`src/rtl/gray_pkg.sv`:
```
// Shared Gray-code definitions: default width and a Gray-to-binary decode
// used by the counter, the downstream converter and the benches.
package gray_pkg;

  localparam int GRAY_W_DEFAULT = 4;
  localparam int GRAY_W_MAX     = 16;

  // Prefix-XOR from the MSB down; zero-padded upper bits decode to zero,
  // so one 16-bit function serves every legal width.
  function automatic logic [GRAY_W_MAX-1:0] gray_to_bin(input logic [GRAY_W_MAX-1:0] g);
    logic [GRAY_W_MAX-1:0] b;
    b[GRAY_W_MAX-1] = g[GRAY_W_MAX-1];
    for (int i = GRAY_W_MAX-2; i >= 0; i--) b[i] = b[i+1] ^ g[i];
    return b;
  endfunction

endpackage

```
`src/rtl/bin_to_gray.sv`:
```
// Combinational binary-to-Gray encoder.
module bin_to_gray #(
  parameter int WIDTH = 4
) (
  input  logic [WIDTH-1:0] bin,
  output logic [WIDTH-1:0] gray
);

  assign gray = bin ^ (bin >> 1);

endmodule

```
`src/rtl/gray_counter.sv`:
```
// Up/down Gray-code counter with synchronous Gray load and a registered
// terminal-count pulse; G, B and tc all come straight from flops.
module gray_counter
  import gray_pkg::*;
#(
  parameter int WIDTH = GRAY_W_DEFAULT
) (
  input  logic             clk,
  input  logic             rst,
  input  logic             en,
  input  logic             up_dn,
  input  logic             load,
  input  logic [WIDTH-1:0] load_g,
  output logic [WIDTH-1:0] G,
  output logic [WIDTH-1:0] B,
  output logic             tc
);

  logic [WIDTH-1:0] bin_q, bin_d;
  logic [WIDTH-1:0] g_q, g_d;
  logic             tc_q, tc_d;
  logic             wrap;

  always_comb begin
    bin_d = bin_q;
    tc_d  = 1'b0;
    wrap  = up_dn ? (bin_q == {WIDTH{1'b1}}) : (bin_q == '0);
    if (load) begin
      bin_d = WIDTH'(gray_to_bin(GRAY_W_MAX'(load_g)));
    end else if (en) begin
      bin_d = up_dn ? bin_q + WIDTH'(1) : bin_q - WIDTH'(1);
      tc_d  = wrap;
    end
  end

  // Encode the next binary value so G is registered alongside B.
  bin_to_gray #(.WIDTH(WIDTH)) u_b2g (
    .bin  (bin_d),
    .gray (g_d)
  );

  always_ff @(posedge clk or posedge rst) begin
    if (rst) begin
      bin_q <= '0;
      g_q   <= '0;
      tc_q  <= 1'b0;
    end else begin
      bin_q <= bin_d;
      g_q   <= g_d;
      tc_q  <= tc_d;
    end
  end

  assign G  = g_q;
  assign B  = bin_q;
  assign tc = tc_q;

endmodule

```
`config.mk`:
```
export PLATFORM = sky130hd
export DESIGN_NAME = gray_counter
export DESIGN_NICKNAME = d
export VERILOG_FILES = /design/src/rtl/gray_pkg.sv /design/src/rtl/bin_to_gray.sv /design/src/rtl/gray_counter.sv
export SDC_FILE = /design/constraint.sdc
export NUM_CORES = 1
export LEC_CHECK = 0
export CAP_MARGIN = 20
export CORE_MARGIN = 5
export CORE_UTILIZATION = 30
export DETAILED_ROUTE_END_ITERATION = 10
export PLACE_DENSITY_LB_ADDON = 0.08
export RECOVER_POWER = 100
export SYNTH_ARGS = -nofsm -noshare
export SYNTH_HDL_FRONTEND = slang
export SYNTH_SLANG_ARGS = --single-unit
```
`constraint.sdc`:
```
create_clock -name clk -period 4.6 [get_ports clk]
set_input_delay 0.92 -clock clk [delete_from_list [all_inputs] [get_ports clk]]
set_output_delay 0.92 -clock clk [all_outputs]
set_load 0.02 [all_outputs]
```
==> impl_results.md <==
- Mapped cell area: around 560 sq um
- Crit path capture type: flip-flop
- Syn_area_per_cell: roughly 10 sq um
- Final Hold Vio Count: 0
- Ys async rst share: 100%
- FF+latch count, synth: 8
- Worst-Skew Late Latency: around 0.25 ns
- Number of synthesized flops with an enable pin: 0
- Sequential area share after synthesis: between 30% and 40%
- WL/cell: roughly 12 um
- HPWL after DPL: 908 um
- Num CTS Buffers: 3
- DRC errors left: 0
- Cell variety after synth: 32
- Via density: roughly 4.5
- Post-cts resize count: 0
- GRT Overall Usage: 10.3%
- Detail Route Antenna Nets: 0
- Nets: 86
- Syn. warnings: 0
- Peak supply drop: between 100 and 150 uV
- Vias in the first global route: between 400 and 500
- Die Area: between 2000 and 3000 sq um
- Pwr dens: between 300 and 400 nW/um^2
- Synthesized Nets: 67
- Dpl cells: 94
- 1st-iter DRT viols: 5
- Total Routed Length: between 1000 and 1500 um
- Crit start category: input port
- Post-synth top area cell: dfrtp_1
- Initial antenna violation count: 0
- Wire length on met2: ~530 um
- Top layer in use: met4
- # IOs: 18
- Clock Tree Buf Depth: 2
- Top_reg_cell synth: dfrtp_1
- Dpl cell area: 736 sq um
- Hold Buf Count CTS: 0
- Fraction of layout cells with a size suffix above 1: under 10%
- Pre-antenna DRT Iters: 3
- Die height: around 53 um
- P&R area growth vs syn: 35.3%
- RSZ-0062 raised after global routing: no
- CP Data Required Time: 4.71 ns
- Final worst path period share: between 50% and 60%
- Worst slew margin: roughly three fifths
- Post-place setup slack: between 1.5 and 2 ns
- Area contributors post-synth: dfrtp_1, xor2_1, xnor2_1
- Setup Total Neg Slack: 0 ns
- Routability congestion estimate: between 0.7 and 0.8
- CP arrival: about 2.9 ns
- Final Core Density: between 40 and 50%
- Post-CTS setup buffers: 0
- DIE WIDTH: ~53 um
- CTS clk-pin slew, worst paths: 0.05 ns
- Final slew viol count: 0
- Tmin final: 2.75 ns
- Clock Sink Count: 8
- Hold crit path type: reg2reg
- Worst slew pin tran: 0.572 ns
- Setup Viol. Count Final: 0
- Post-Route M1 WL: about 500 um
- Core Box Area: roughly 1700 sq um
- Max FO, Critical Path: 8
- WS Path Type: in2reg
- Setup Skew: between 0.0002 and 0.0003 ns
- Final std cells w/o fill: 97
- Final instance area: 753 sq um
- Fin Hold WS: 0.717 ns
- CTS tree: yes
- Metal3 WL: about 78 um
- Final setup margin: 1.85 ns
- Total power: ~290 uW
- Leakage: roughly 0.33 nW
- Post-Syn Instances: 55
- Worst path slowest cell: dlygate4sd3_1
- Row count: 15
- Crit path largest cell delay: 0.66 ns
- First-pass GRT wire length: 2000 um
- Top-area cell type share of the netlist area: between 30 and 40%
- # H-tree levels: 1
- F_max: 0.363 GHz
- Largest net degree at the start of global routing: 16
- Initial Utilization: 31.9%
- Port buffer count: 17
- Antenna Cells: 0
- Vias: about 440
- Status: completed
- Grt ovf: 0
- CTS Root Cell: clkbuf_4
- Number of max-cap violations: 0
- Worst-path cell chain: dlygate4sd3_1, inv_1, ha_1, xnor2_1, mux2i_1, o21ai_0, xor2_1
[routing by layer]
metal  vias to the layer above  global-route usage, %
met5                         -                      0
li1                        228                      -
met1                       198                   11.2
met3                         2                   3.10
met4                         0                   7.66
met2                        13                   16.7
[cell usage in the layout, fill, tap and decap left out]
master	n
nand3_1	1
nor3_1	1
dlygate4sd3_1	12
inv_1	4
clkbuf_4	3
xnor2_1	3
nor2b_1	1
a22o_1	1
or3_1	1
clkdlybuf4s50_1	5
a31oi_1	1
xor2_1	4
a21o_1	1
nor4bb_1	1
or4b_1	1
nor2_1	3
fa_1	1
xor2_2	1
nand3b_1	1
a221oi_2	1
nor3b_1	2
dfrtp_1	8
o21ai_0	2
a2bb2oi_1	1
ha_1	2
a21oi_1	4
or4_1	1
nand2_1	2
and2b_1	1
and3_1	1
mux2i_1	1
[registers in the layout, indices dropped and copies added (netlist names)]
| register | cells |
|---|---|
| tc | 1 |
| G | 3 |
| B | 4 |
[critical path: cells and delay by family]
family          cells  cell delay (ns)
compound gates      1             0.47
xor+xnor            2             0.28
fa+ha+maj           1             0.35
buf+inv             2             0.76
mux                 1             0.08
[logic make-up after synthesis]
logic type                 Yosys count  synth area share [%]
AOI/OAI and AO/OA                   11                  13.7
xor gates and xnor gates             8                  13.9
DFF                                  8                  36.0
muxes                                1                  1.80
and+or+nand+nor                     17                  19.8
adders and majority gates            3                  8.09
buffers and inverters                7                  6.74
[power breakdown]
part	switching, mW	leakage, nW	internal, mW
Sequential	0.0158	0.0959	0.0877
Combinational	0.0705	0.218	0.0651
Clock	0.0222	0.0138	0.0297
[Yosys cell counts, types with 2 or more instances]
cell	instances
a21oi_1	4
xor2_1	4
ha_1	2
dfrtp_1	8
nor3b_1	2
inv_1	4
nor2_1	3
nand2_1	2
xnor2_1	3
[layout make-up]
cell class / instances / area, sq um
multi-input cells: 40 / 314
inverters: 4 / 15.0
well taps: 25 / 31.3
repair buffers: 17 / 170
clock buffers: 3 / 22.5
fillers: 176 / 992
flip-flops and latches: 8 / 200
[worst paths after layout]
| kind | start | slack, ns | end | cells past startpoint |
|---|---|---|---|---|
| worst max register to register | B[0] | 2.57 | G[1] | 6 |
| worst min register to register | B[1] | 0.72 | tc | 2 |
| max in group asynchronous | rst | 3.33 | B[3] | 2 |
| worst min-delay path | B[1] | 0.72 | tc | 2 |
| worst max-delay path | up_dn | 1.85 | G[1] | 7 |
| min in group asynchronous | rst | 1.05 | G[0] | 2 |
(Power assumes the default switching activity.)
